### config.mk
export PLATFORM = sky130hd
export DESIGN_NAME = rgb_fade_sequencer_flat
export DESIGN_NICKNAME = d
export VERILOG_FILES = /design/src/rtl/rgb_pkg.sv /design/src/rtl/rgb_fade_sequencer_if.sv /design/src/rtl/rgb_pwm_channel.sv /design/src/rtl/rgb_fade_sequencer.sv /design/src/flat_wrapper.sv
export SDC_FILE = /design/constraint.sdc
export NUM_CORES = 1
export LEC_CHECK = 0
export ABC_AREA = 1
export ABC_CLOCK_PERIOD_IN_PS = 2830
export BUFFER_PORTS_ARGS = -buffer_cell sky130_fd_sc_hd__buf_2
export CAP_MARGIN = 20
export CORE_MARGIN = 1.5
export CORE_UTILIZATION = 40
export CTS_CLUSTER_SIZE = 12
export DETAILED_ROUTE_END_ITERATION = 8
export RECOVER_POWER = 25
export SLEW_MARGIN = 20
export SYNTH_ARGS = -nofsm -noshare
export SYNTH_HDL_FRONTEND = slang
export SYNTH_SLANG_ARGS = --single-unit
### constraint.sdc
create_clock -name clk -period 2.83 [get_ports clk]
set_input_delay 0.283 -clock clk [delete_from_list [all_inputs] [get_ports clk]]
set_output_delay 0.283 -clock clk [all_outputs]
set_load 0.02 [all_outputs]
### src/rtl/rgb_pkg.sv
// Shared types and constants for the RGB fade sequencer.
package rgb_pkg;

    localparam int PWM_W = 8;

    typedef enum logic {
        IDLE = 1'b0,
        FADE = 1'b1
    } state_t;

    typedef struct packed {
        logic [PWM_W-1:0] r;
        logic [PWM_W-1:0] g;
        logic [PWM_W-1:0] b;
    } rgb_t;

endpackage

### src/rtl/rgb_fade_sequencer_if.sv
// Colour command handshake between host register logic and the fade sequencer.
interface rgb_fade_sequencer_if;
    import rgb_pkg::*;

    logic cmd_valid;
    logic cmd_ready;
    rgb_t cmd_rgb;

    modport master (output cmd_valid, output cmd_rgb, input cmd_ready);
    modport slave  (input cmd_valid, input cmd_rgb, output cmd_ready);

endinterface

### src/rtl/rgb_pwm_channel.sv
// One LED channel: current duty, single-step approach toward target and the
// registered PWM comparator.
module rgb_pwm_channel
    import rgb_pkg::*;
(
    input  logic             clk,
    input  logic             rst_n,
    input  logic             halt,
    input  logic             ce_fade,
    input  logic [PWM_W-1:0] target,
    input  logic [PWM_W-1:0] pwm_cnt,
    output logic             pwm,
    output logic [PWM_W-1:0] duty,
    output logic             at_target
);

    logic [PWM_W-1:0] duty_q, duty_d;
    logic             pwm_q, pwm_d;

    // Move one count toward the target on each fade tick; never overshoots
    always_comb begin
        duty_d = duty_q;
        if (ce_fade) begin
            if (duty_q < target) begin
                duty_d = duty_q + 1'b1;
            end else if (duty_q > target) begin
                duty_d = duty_q - 1'b1;
            end
        end
    end

    // Comparator result for the next cycle; frozen while halted
    always_comb begin
        pwm_d = pwm_q;
        if (!halt) begin
            pwm_d = (pwm_cnt < duty_q);
        end
    end

    // Duty and PWM output registers
    always_ff @(posedge clk or negedge rst_n) begin
        if (!rst_n) begin
            duty_q <= '0;
            pwm_q  <= 1'b0;
        end else begin
            duty_q <= duty_d;
            pwm_q  <= pwm_d;
        end
    end

    assign pwm       = pwm_q;
    assign duty      = duty_q;
    assign at_target = (duty_q == target);

endmodule

### src/rtl/rgb_fade_sequencer.sv
// Tri-colour LED fade controller: shared PWM timebase, command handshake and
// the IDLE/FADE sequencer driving three duty channels.
module rgb_fade_sequencer
    import rgb_pkg::*;
#(
    parameter int PRESCALE = 4,
    parameter int FADE_DIV = 64
)
(
    input  logic                 clk,
    input  logic                 rst_n,
    input  logic                 halt,
    rgb_fade_sequencer_if.slave  cmd,
    output logic                 pwm_r,
    output logic                 pwm_g,
    output logic                 pwm_b,
    output logic                 busy,
    output logic                 done,
    output logic [3*PWM_W-1:0]   cur_rgb
);

    localparam int              PS_W    = (PRESCALE > 1) ? $clog2(PRESCALE) : 1;
    localparam int              FD_W    = (FADE_DIV > 1) ? $clog2(FADE_DIV) : 1;
    localparam logic [PS_W-1:0] PS_LAST = PS_W'(PRESCALE - 1);
    localparam logic [FD_W-1:0] FD_LAST = FD_W'(FADE_DIV - 1);

    logic [PS_W-1:0]  presc_q, presc_d;
    logic [PWM_W-1:0] cnt_q, cnt_d;
    logic [FD_W-1:0]  fdiv_q, fdiv_d;
    state_t           state_q, state_d;
    logic             busy_q;
    rgb_t             tgt_q, tgt_d;
    logic             ce, frame_tick, fade_tick, ce_fade, xfer, all_at;
    logic [2:0]       at_tgt;
    logic [PWM_W-1:0] duty_r, duty_g, duty_b;

    assign ce         = !halt && (presc_q == PS_LAST);
    assign frame_tick = ce && (cnt_q == '1);
    assign fade_tick  = frame_tick && (fdiv_q == FD_LAST);
    assign ce_fade    = fade_tick && (state_q == FADE);

    assign cmd.cmd_ready = (state_q == IDLE) && !halt;
    assign xfer          = cmd.cmd_valid && cmd.cmd_ready;
    assign all_at        = &at_tgt;

    // Free-running timebase: prescaler -> PWM counter -> frame divider
    always_comb begin
        presc_d = presc_q;
        cnt_d   = cnt_q;
        fdiv_d  = fdiv_q;
        if (!halt) begin
            presc_d = ce ? '0 : presc_q + 1'b1;
        end
        if (ce) begin
            cnt_d = cnt_q + 1'b1;
        end
        if (frame_tick) begin
            fdiv_d = (fdiv_q == FD_LAST) ? '0 : fdiv_q + 1'b1;
        end
    end

    // Sequencer: accept a command in IDLE, finish once every channel sits on target
    always_comb begin
        state_d = state_q;
        tgt_d   = tgt_q;
        done    = 1'b0;
        case (state_q)
            IDLE: begin
                if (xfer) begin
                    state_d = FADE;
                    tgt_d   = cmd.cmd_rgb;
                end
            end
            FADE: begin
                if (all_at && !halt) begin
                    state_d = IDLE;
                    done    = 1'b1;
                end
            end
            default: state_d = IDLE;
        endcase
    end

    // Timebase, state, busy and target registers
    always_ff @(posedge clk or negedge rst_n) begin
        if (!rst_n) begin
            presc_q <= '0;
            cnt_q   <= '0;
            fdiv_q  <= '0;
            state_q <= IDLE;
            busy_q  <= 1'b0;
            tgt_q   <= '0;
        end else begin
            presc_q <= presc_d;
            cnt_q   <= cnt_d;
            fdiv_q  <= fdiv_d;
            state_q <= state_d;
            busy_q  <= (state_d == FADE);
            tgt_q   <= tgt_d;
        end
    end

    rgb_pwm_channel u_ch_r (
        .clk(clk), .rst_n(rst_n), .halt(halt), .ce_fade(ce_fade),
        .target(tgt_q.r), .pwm_cnt(cnt_q),
        .pwm(pwm_r), .duty(duty_r), .at_target(at_tgt[2])
    );

    rgb_pwm_channel u_ch_g (
        .clk(clk), .rst_n(rst_n), .halt(halt), .ce_fade(ce_fade),
        .target(tgt_q.g), .pwm_cnt(cnt_q),
        .pwm(pwm_g), .duty(duty_g), .at_target(at_tgt[1])
    );

    rgb_pwm_channel u_ch_b (
        .clk(clk), .rst_n(rst_n), .halt(halt), .ce_fade(ce_fade),
        .target(tgt_q.b), .pwm_cnt(cnt_q),
        .pwm(pwm_b), .duty(duty_b), .at_target(at_tgt[0])
    );

    assign busy    = busy_q;
    assign cur_rgb = {duty_r, duty_g, duty_b};

endmodule
### src/flat_wrapper.sv
// flat-port wrapper written by rule: the top's interface ports become plain ports
module rgb_fade_sequencer_flat import rgb_pkg::*;
#(
    parameter int PRESCALE = 4,
    parameter int FADE_DIV = 64
)
  (clk, rst_n, halt, pwm_r, pwm_g, pwm_b, busy, done, cur_rgb, cmd_cmd_valid, cmd_cmd_rgb, cmd_cmd_ready);
  rgb_fade_sequencer_if cmd_i ();
  input  logic clk;
  input  logic rst_n;
  input  logic halt;
  output logic pwm_r;
  output logic pwm_g;
  output logic pwm_b;
  output logic busy;
  output logic done;
  output logic [3*PWM_W-1:0] cur_rgb;
  input wire logic [$bits(cmd_i.cmd_valid)-1:0] cmd_cmd_valid;
  input wire logic [$bits(cmd_i.cmd_rgb)-1:0] cmd_cmd_rgb;
  output wire logic [$bits(cmd_i.cmd_ready)-1:0] cmd_cmd_ready;
  assign cmd_i.cmd_valid = cmd_cmd_valid;
  assign cmd_i.cmd_rgb = cmd_cmd_rgb;
  assign cmd_cmd_ready = cmd_i.cmd_ready;
  rgb_fade_sequencer #(.PRESCALE(PRESCALE), .FADE_DIV(FADE_DIV)) u_core (.clk(clk), .rst_n(rst_n), .halt(halt), .cmd(cmd_i), .pwm_r(pwm_r), .pwm_g(pwm_g), .pwm_b(pwm_b), .busy(busy), .done(done), .cur_rgb(cur_rgb));
endmodule
==> results of run 1 <==
[how the worst min path moves through the flow]
stage,startpoint,to,cells past startpoint
after floorplan,rst_n,u_core.cnt_q[0]$_DFFE_PN0P_,0
after global placement,rst_n,u_core.tgt_q[12]$_DFFE_PN0P_,1
after detailed placement,rst_n,u_core.tgt_q[12]$_DFFE_PN0P_,1
after CTS,cmd_cmd_rgb[8],u_core.tgt_q[8]$_DFFE_PN0P_,2
after global routing,cmd_cmd_rgb[8],u_core.tgt_q[8]$_DFFE_PN0P_,2
final,cmd_cmd_rgb[8],u_core.tgt_q[8]$_DFFE_PN0P_,2
[report_power, final]
part	switching (mW)	internal [mW]	leakage [nW]
combinational	0.457	0.327	2.05
clock	0.422	0.791	0.156
sequential	0.150	1.18	0.816
total	1.03	2.30	3.02
[area by class of cell]
class                      count  share of cell area, %
clock buffer                  11                   4.42
timing repair buffer          81                   8.22
inverter                      79                   5.40
tap                          140                   3.19
sequential                    68                   31.0
multi-input combinational    405                   46.4
clock inverter                 4                   1.34
[stage by stage]
stage,instance area (µm²),utilization [%]
detailed placement,5140,46.6
CTS,5460,49.5
finish,5490,49.8
global route,5490,49.8
global placement,5140,46.6
floorplan,4590,-
[routing by layer]
| metal | global-route usage (%) | up-vias |
|---|---|---|
| met5 | 0 | - |
| met4 | 7.42 | 0 |
| met3 | 2.70 | 12 |
| li1 | - | 1980 |
| met2 | 31.3 | 60 |
| met1 | 25.7 | 1803 |
[placed cells by master, fill, tap and decap left out, types with 2 or more instances in the layout]
cell type / Yosys / final
nand2_1: 123 / 121
inv_1: 78 / 78
dfrtp_1: 68 / 67
ha_1: 66 / 65
a21oi_1: 55 / 55
nor2_1: 50 / 50
buf_2: 0 / 44
nand3_1: 30 / 30
buf_4: 1 / 23
xnor2_1: 17 / 17
clkbuf_1: 4 / 14
o21ai_0: 12 / 12
o21ai_1: 12 / 12
xor2_1: 10 / 10
clkbuf_16: 0 / 9
a21o_1: 5 / 5
nor3_1: 4 / 4
mux2_2: 4 / 4
nand2_2: 0 / 3
nand4_1: 3 / 3
fa_1: 3 / 3
or3_1: 2 / 2
bufinv_16: 0 / 2
[cell families (layout without fill, tap and decap cells)]
family / Yosys count / count (layout)
AOI/OAI and AO/OA: 87 / 87
xor gates and xnor gates: 27 / 27
muxes: 4 / 4
buffers and inverters: 86 / 175
and+or+nand+nor: 218 / 218
DFF: 68 / 68
adders and majority gates: 69 / 69
[sequential cells by signal, summed over array words and instances (netlist names)]
name	flops
u_core.cnt_q	8
u_core.u_ch_b.pwm	1
u_core.u_ch_b.duty	8
u_core.presc_q	2
u_core.u_ch_r.pwm	1
u_core.state_q	1
u_core.u_ch_g.pwm	1
u_core.u_ch_g.duty	8
u_core.fdiv_q	6
u_core.tgt_q	24
u_core.u_ch_r.duty	8
[what timing repair did]
item | 4_1_cts | 5_1_grt
endpoints found under the hold margin | 22 | 0
resized for setup | 0 | 6
setup buffers | 0 | 5
setup endpoints to repair | 0 | 6
hold buffers | 1 | 0
[worst reg2reg max path, delay by kind of cell (launching register included)]
kind,cells,cell delay (ns)
AOI/OAI and AO/OA,3,0.39
buffers and inverters,1,0.16
and+or+nand+nor,8,0.89
DFF,1,0.45
adders and majority gates,2,0.66
==> impl_metrics.yaml, run 1 <==
floorplanning:
  start_util_pct: 41.6
  num_io_pins: 58
  chipWidth_um: 110
  num_rows: 38
  coreArea_um2: 11000
  die_area_um2: 12100
  dieHeight_um: 110
setup_path:
  start_kind: "register"
  cp.required_ns: 3.05
  rr_worst_depth: 14
  crit_fanout: 5
  crit_family: "simple AND/OR/NAND/NOR gates"
  crit_arrival_ns: 2.89
  cp_slowest_stage_delay_ns: 0.45
  slowest_stage: "dfrtp_2"
  crit_cells: 14
  critical_path_class: "reg2reg"
  path_buf_inv: 1
  rrSetupSlack_ns: 0.16
  endpoint: "u_core.u_ch_g.duty[6]$_DFFE_PN0P_"
  endpoint_kind: "register"
  path_cells: "ha_1 > a21oi_1 > nor2_1 > nor2_2 > nand2_2 > buf_4 > ha_1 > a21oi_1 > nand2_1 > nand2_1 > a21oi_1 > or2_2 > nand3b_1 > nand2_1"
  critPathLaunch: "u_core.u_ch_g.duty[5]$_DFFE_PN0P_"
  worstReg2RegStart: "u_core.u_ch_g.duty[5]$_DFFE_PN0P_"
  reg2reg_to: "u_core.u_ch_g.duty[6]$_DFFE_PN0P_"
clock_network:
  cts_tree: "yes"
  numCtsBuffers: 9
  clk_latency_ns: 0.33
  cts_sinks: 68
  clock_path_buffers: 2
  path_clk_slew_ns: 0.06
  clockRootBuffer: "clkbuf_16"
  htree_levels: 3
synthesis:
  synthAdderAreaFrac_pct: 19.3
  synth_top_area_share_pct: 37.1
  synth.top_cells.by_count: "nand2_1, inv_1, dfrtp_1"
  netlist_area_um2: 4590
  synth_fp_nets: 656
  synthXorXnorAreaFrac_pct: 5.16
  yosysSeqAreaShare_pct: 37.1
  muxShareOfSynthArea_pct: 0.982
  synthCells: 559
  synth_seq_cells: 68
  synthSimpleGateAreaFrac_pct: 20.1
  yosysUniqueCellTypes: 30
  yosysWarningCount: 0
  synth_top_family_by_area: "simple AND/OR/NAND/NOR gates"
  synth_edf_count: 0
  synth_compound_area_share_pct: 9.90
  async_reset_ff_share_pct: 100
  ys_top_cells_by_area: "dfrtp_1, ha_1, nand2_1, inv_1, a21oi_1"
  synth_area_per_cell_um2: 8.20
  yosysTopAreaCell: "dfrtp_1"
  yosys.cell_count.top_type: "nand2_1"
  synthFlopType: "dfrtp_1"
placement:
  dp.cells: 767
  dp_hpwl_um: 7880
  gp_congestion: 0.850
  port_buffers: 57
  place_worst_setup_slack_ns: 0.0836
routing:
  dr_wl_met2_um: 4860
  top_layer: "met4"
  drc_errors: 0
  wl_um: 10500
  post_drt_via_cell_ratio: 4.89
  wire_per_inst_um: 13.4
  vias: 3855
  dr.pass1.iters: 4
  drtIter0Drc: 198
  wl_met1_um: 5110
  wl_met3_um: 394
  antenna_left: 0
power_and_ir_drop:
  p_per_area_nw_per_um2: 606
  ir_drop_uv: 289
  fin_total_pwr_mw: 3.33
  leakagePower_nw: 3.02
finish:
  synthToLayoutAreaGrowth_pct: 19.8
  multi_input_area_um2: 2550
  fillers: 1073
  final_layout_size_suffix_gt1_share_pct: 14.7
  diodes: 0
  final_cells: 788
  nNetsFinal: 741
  final-seq-area_um2: 1700
sta:
  fin_hold_ws_ns: 0.186
  relSlewSlack_pct: 7.27
  hold_viol_final: 0
  period_needed_ns: 2.67
  worst_slack_ns: 0.156
  fmax_ghz: 0.374
  slew_viol_final: 0
  tightest_slew_ns: 1.39
  fin_tns_setup_ns: 0
  finalCritPeriodShare_pct: 94.5
  finalSetupViolCount: 0
  finalClockSkew_ns: 0.00434
grt:
  overflow: 0
  grt_pass1_vias: 3877
  grt_max_degree: 25
  grt_pass1_wl_um: 17800
  grt_use_total_pct: 19.2
  antenna_found_initial: 0
hold_path:
  hp-class: "in2reg"
run_status:
  status: "finished, final reports clean"
run:
  cap_violations: 0
(Power assumes the default switching activity.)
==> inputs of run 2 (changes only) <==
--- a/config.mk
+++ b/config.mk
@@ -6,7 +6,7 @@
 export NUM_CORES = 1
 export LEC_CHECK = 0
 export ABC_AREA = 1
-export ABC_CLOCK_PERIOD_IN_PS = 2830
+export ABC_CLOCK_PERIOD_IN_PS = 2900
 export BUFFER_PORTS_ARGS = -buffer_cell sky130_fd_sc_hd__buf_2
 export CAP_MARGIN = 20
 export CORE_MARGIN = 1.5
==> constraint.sdc (replaced) <==
create_clock -name clk -period 2.9 [get_ports clk]
set_input_delay 0.29 -clock clk [delete_from_list [all_inputs] [get_ports clk]]
set_output_delay 0.29 -clock clk [all_outputs]
set_load 0.02 [all_outputs]
==> impl_metrics.yaml, run 2 (synthesized netlist as in run 1, its figures left out) <==
floorplanning:
  num_rows: 38
  coreArea_um2: 11000
  die_area_um2: 12100
  chipWidth_um: 110
  num_io_pins: 58
  start_util_pct: 41.6
  dieHeight_um: 110
routing:
  vias: 3780
  post_drt_via_cell_ratio: 4.85
  drtIter0Drc: 153
  wl_um: 10300
  drc_errors: 0
  dr.pass1.iters: 5
  antenna_left: 0
  wire_per_inst_um: 13.2
finish:
  final_common_cell: "nand2_1"
  layout_common_cells: "nand2_1, inv_1, dfrtp_1, ha_1, a21oi_1"
  largest_register: "u_core.tgt_q"
  final_layout_size_suffix_gt1_share_pct: 12.8
  diodes: 0
  nNetsFinal: 733
  fillers: 1090
  final_cells: 780
  largest_reg_flops: 24
  synthToLayoutAreaGrowth_pct: 17.5
setup_path:
  critical_path_class: "reg2reg"
  crit_fanout: 9
  cp.required_ns: 3.11
  start_kind: "register"
  endpoint_kind: "register"
  crit_arrival_ns: 2.82
clock_network:
  cts_tree: "yes"
  clockRootBuffer: "clkbuf_16"
  htree_levels: 3
  cts_sinks: 68
  clock_path_buffers: 2
  clk_latency_ns: 0.33
  cts_setup_buffers: 0
  path_clk_slew_ns: 0.06
  numCtsBuffers: 9
sta:
  slew_viol_final: 0
  tightest_slew_ns: 1.41
  relSlewSlack_pct: 6.07
  hold_viol_final: 0
  rsz0062_at_grt: "false"
  finalClockSkew_ns: 0.00548
  period_needed_ns: 2.61
  worst_slack_ns: 0.295
  fin_hold_ws_ns: 0.197
  fmax_ghz: 0.384
  finalSetupViolCount: 0
  fin_tns_setup_ns: 0
  finalCritPeriodShare_pct: 89.8
placement:
  gp_congestion: 0.813
  dp.cells: 764
  dp_hpwl_um: 7840
  port_buffers: 57
  place_worst_setup_slack_ns: 0.192
run_status:
  status: "finished, final reports clean"
grt:
  grt_util_met3_pct: 4.17
  grt_use_total_pct: 19.0
  use_met2_pct: 31.3
  overflow: 0
  busiest_layer: "met2"
  antenna_found_initial: 0
  use_met1_pct: 25.9
  grt_pass1_wl_um: 18000
  grt_max_degree: 25
  grt_pass1_vias: 3772
run:
  cap_violations: 0
power_and_ir_drop:
  fin_total_pwr_mw: 3.13
  p_per_area_nw_per_um2: 581
  leakagePower_nw: 2.96
  ir_drop_uv: 359
hold_path:
  hp-class: "in2reg"
-- run 2: changes by cell type in the layout (fill, tap and decap cells not counted), sizes merged --
cell | before | now
clkinvlp | 0 | 2
buf | 67 | 58
bufinv | 2 | 1
clkinv | 2 | 1
clkbuf | 24 | 25
-- run 2: metrics by stage --
stage | instance area (µm²) | util, %
final | 5390 | 48.9
after global routing | 5390 | 48.9
after CTS | 5420 | 49.1
after detailed placement | 5110 | 46.4
after global placement | 5110 | 46.4
after floorplan | 4590 | -
-- run 2: cell type report --
| cell class | count | area [µm²] | share of cell area (%) |
|---|---|---|---|
| timing repair buffer | 73 | 390 | 7.24 |
| clock buffer | 11 | 243 | 4.50 |
| sequential | 68 | 1700 | 31.6 |
| tap | 140 | 175 | 3.25 |
| multi-input combinational | 405 | 2530 | 47.0 |
| inverter | 79 | 297 | 5.50 |
| clock inverter | 4 | 50.0 | 0.929 |
-- run 2: what timing repair did --
item / in CTS / in global routing
resized for setup: 0 / 2
endpoints found under the hold margin: 22 / 0
hold buffers: 1 / 0
endpoints found under the setup margin: 0 / 2
-- run 2: final timing paths --
| path | start | end | slack [ns] | cells past startpoint |
|---|---|---|---|---|
| min in group asynchronous | rst_n | u_core.u_ch_g.duty[3]$_DFFE_PN0P_ | 0.82 | 2 |
| min | cmd_cmd_rgb[8] | u_core.tgt_q[8]$_DFFE_PN0P_ | 0.20 | 2 |
| max reg2reg | u_core.u_ch_b.duty[5]$_DFFE_PN0P_ | u_core.u_ch_b.duty[7]$_DFFE_PN0P_ | 0.29 | 14 |
| max in group asynchronous | rst_n | u_core.u_ch_g.duty[2]$_DFFE_PN0P_ | 1.04 | 3 |
| max | u_core.u_ch_b.duty[5]$_DFFE_PN0P_ | u_core.u_ch_b.duty[7]$_DFFE_PN0P_ | 0.29 | 14 |
| min reg2reg | u_core.u_ch_r.pwm$_DFFE_PN0N_ | u_core.u_ch_r.pwm$_DFFE_PN0N_ | 0.48 | 2 |
-- run 2: power by group --
group	switching [mW]	internal, mW	total [mW]
sequential	0.143	1.15	1.29
combinational	0.435	0.316	0.751
clock	0.405	0.683	1.09
total	0.983	2.15	3.13
-- run 2: layer usage --
metal	part of all wire, %	up-vias
li1	-	1981
met1	50	1742
met2	46	51
met3	3.3	6
met4	1.0	0
met5	0	-
-- run 2: worst max-delay path: stages, from the launching register on --
cell     delay [ns]
dfrtp_1        0.44
ha_1           0.33
a21oi_1        0.16
nor2_1         0.05
nor2_1         0.16
nand2_2        0.18
ha_1           0.38
a21oi_1        0.16
nand2_1        0.12
a21oi_1        0.17
nand3_1        0.09
nand2_1        0.08
nor2_1         0.04
nand2_1        0.07
nand2_1        0.05
==> inputs of run 3 (changes only) <==
--- a/config.mk
+++ b/config.mk
@@ -17,4 +17,5 @@
 export SLEW_MARGIN = 20
 export SYNTH_ARGS = -nofsm -noshare
 export SYNTH_HDL_FRONTEND = slang
+export SYNTH_HIERARCHICAL = 1
 export SYNTH_SLANG_ARGS = --single-unit
==> impl_metrics.yaml, run 3 <==
sta:
  fmax_ghz: 0.404
  relSlewSlack_pct: -17.3
  finalCritPeriodShare_pct: 85.4
  rsz0062_at_grt: "false"
  finalClockSkew_ns: 0.00613
  period_needed_ns: 2.48
  finalSetupViolCount: 0
  hold_viol_final: 0
  fin_tns_setup_ns: 0
  slew_viol_final: 33
  tightest_slew_ns: 1.76
synthesis:
  synth_top_area_share_pct: 34.2
  async_reset_ff_share_pct: 100
  ys_top_cells_by_area: "dfrtp_1, ha_1, nand2_1, inv_1, nand3_1"
  synth_seq_cells: 68
  synthCells: 631
  yosysTopAreaCell: "dfrtp_1"
  synth_area_per_cell_um2: 7.89
  synthFlopType: "dfrtp_1"
  yosys.cell_count.top_type: "nand2_1"
  netlist_area_um2: 4980
  yosysUniqueCellTypes: 30
  yosysWarningCount: 6
  synth.top_cells.by_count: "nand2_1, inv_1, dfrtp_1"
  synth_fp_nets: 728
  synth_edf_count: 0
  yosysSeqAreaShare_pct: 34.2
run_status:
  status: "finished, violations left"
  violations: "capacitance limit, slew limit"
run:
  cap_violations: 1
placement:
  dp_hpwl_um: 8530
  port_buffers: 57
  gp_congestion: 0.863
setup_path:
  cp.required_ns: 3.14
  rrSetupSlack_ns: 0.42
  crit_fanout: 9
  endpoint_kind: "register"
  start_kind: "register"
  crit_arrival_ns: 2.72
  critical_path_class: "reg2reg"
grt:
  grt_pass1_wl_um: 19900
  grt_max_degree: 38
  overflow: 0
  grt_use_total_pct: 19.6
  antenna_found_initial: 0
  grt_pass1_vias: 4130
routing:
  post_drt_via_cell_ratio: 4.81
  dr.pass1.iters: 4
  wl_um: 11600
  drc_errors: 0
  vias: 4184
  drtIter0Drc: 187
  antenna_left: 0
  wire_per_inst_um: 13.3
finish:
  largest_reg_flops: 24
  final_layout_size_suffix_gt1_share_pct: 17.4
  diodes: 0
  largest_register: "u_core/tgt_q"
  synthToLayoutAreaGrowth_pct: 15.8
  final_common_cell: "nand2_1"
  layout_common_cells: "nand2_1, inv_1, dfrtp_1, ha_1, buf_2"
  nNetsFinal: 793
floorplanning:
  dieHeight_um: 115
  num_rows: 40
  num_io_pins: 58
  chipWidth_um: 115
  coreArea_um2: 12100
  die_area_um2: 13100
  start_util_pct: 41.3
clock_network:
  cts_setup_buffers: 0
  cts_tree: "yes"
  numCtsBuffers: 9
  htree_levels: 3
  cts_sinks: 68
  cts-resized-gates: 0
  path_clk_slew_ns: 0.06
  clk_latency_ns: 0.35
  holdBufCountCts: 0
  clockRootBuffer: "clkbuf_16"
  clock_path_buffers: 2
power_and_ir_drop:
  clkPwrFrac_pct: 33.0
  p_per_area_nw_per_um2: 640
  power_switching_mw: 1.33
  ir_drop_uv: 256
  leakagePower_nw: 3.13
  p_comb_share_pct: 32.4
  fin_total_pwr_mw: 3.69
  p_int_mw: 2.36
  swShare_pct: 36.2
  pwr-share-seq_pct: 34.6
hold_path:
  hp-class: "in2reg"
-- run 3: cell types whose count changed after synthesis, moves of 6 or more --
cell	delta
nand2_1	+71
a21oi_1	-31
nor2_1	-29
nand3_1	+17
o21ai_2	+15
nand2_2	+11
o21ai_1	-11
inv_1	+9
o21ai_0	+8
nand4_1	+7
xnor2_1	-6
-- run 3: cell type report --
type                    count  area (µm²)
fillers                  1199        6300
clock buffers              10         239
well taps                 168         210
flip-flops and latches     68        1700
inverters                  90         338
repair buffers             64         334
clock inverters             6        87.6
multi-input cells         463        2860
-- run 3: logic make-up after synthesis --
| kind of cell | after synthesis | synth area share [%] |
|---|---|---|
| DFF | 68 | 34.2 |
| adders and majority gates | 69 | 17.8 |
| buffers and inverters | 100 | 8.49 |
| and+or+nand+nor | 300 | 26.7 |
| AOI/OAI and AO/OA | 70 | 8.59 |
| xor gates and xnor gates | 24 | 4.22 |
-- run 3: critical path, stage by stage, from the launching register on --
cell	delay (ns)
dfrtp_1	0.44
ha_1	0.32
a21oi_1	0.16
nor2_1	0.08
nor2_2	0.11
nand2_2	0.16
ha_1	0.39
a21oi_1	0.18
o21ai_0	0.10
nor2_1	0.16
inv_1	0.05
nand2_1	0.06
nand2_1	0.05
nand2_1	0.06
nand2_1	0.05
-- run 3: worst paths after layout --
path,startpoint,cells after the start,to
max,u_core/u_ch_g/duty[5]$_DFFE_PN0P_,14,u_core/u_ch_g/duty[7]$_DFFE_PN0P_
min,cmd_cmd_rgb[19],3,u_core/tgt_q[19]$_DFFE_PN0P_
max reg2reg,u_core/u_ch_g/duty[5]$_DFFE_PN0P_,14,u_core/u_ch_g/duty[7]$_DFFE_PN0P_
min reg2reg,u_core/tgt_q[19]$_DFFE_PN0P_,2,u_core/tgt_q[19]$_DFFE_PN0P_
max in group asynchronous,rst_n,2,u_core/u_ch_b/duty[0]$_DFFE_PN0P_
min in group asynchronous,rst_n,1,u_core/u_ch_g/duty[4]$_DFFE_PN0P_
-- run 3: power by group through the flow --
| stage | sequential (mW) | combinational, mW | clock (mW) |
|---|---|---|---|
| floorplan | 1.25 | 0.951 | 0 |
| global placement | 1.29 | 1.15 | 0 |
| detailed placement | 1.29 | 1.19 | 0 |
| CTS | 1.28 | 1.21 | 1.25 |
| global route | 1.31 | 1.39 | 1.30 |
| finish | 1.28 | 1.20 | 1.22 |
-- run 3: metal layers --
layer  share of wire, %  global-route usage (%)
met4                1.3                    6.83
met1                 46                    24.9
met5                  0                       0
met3                4.9                    4.76
met2                 48                    32.5
-- run 3: through the flow --
step | hold slack (ns) | setup WS (ns) | cells | util, % | cell area [µm²]
after floorplan | -0.00559 | 0.628 | 631 | - | 4980
after global placement | 0.415 | 0.523 | 853 | 45.2 | 5460
after detailed placement | 0.414 | 0.452 | 853 | 45.2 | 5460
after CTS | 0.0432 | 0.433 | 869 | 47.9 | 5780
after global routing | 0.177 | 0.171 | 869 | 47.8 | 5770
final | 0.171 | 0.425 | 869 | 47.8 | 5770
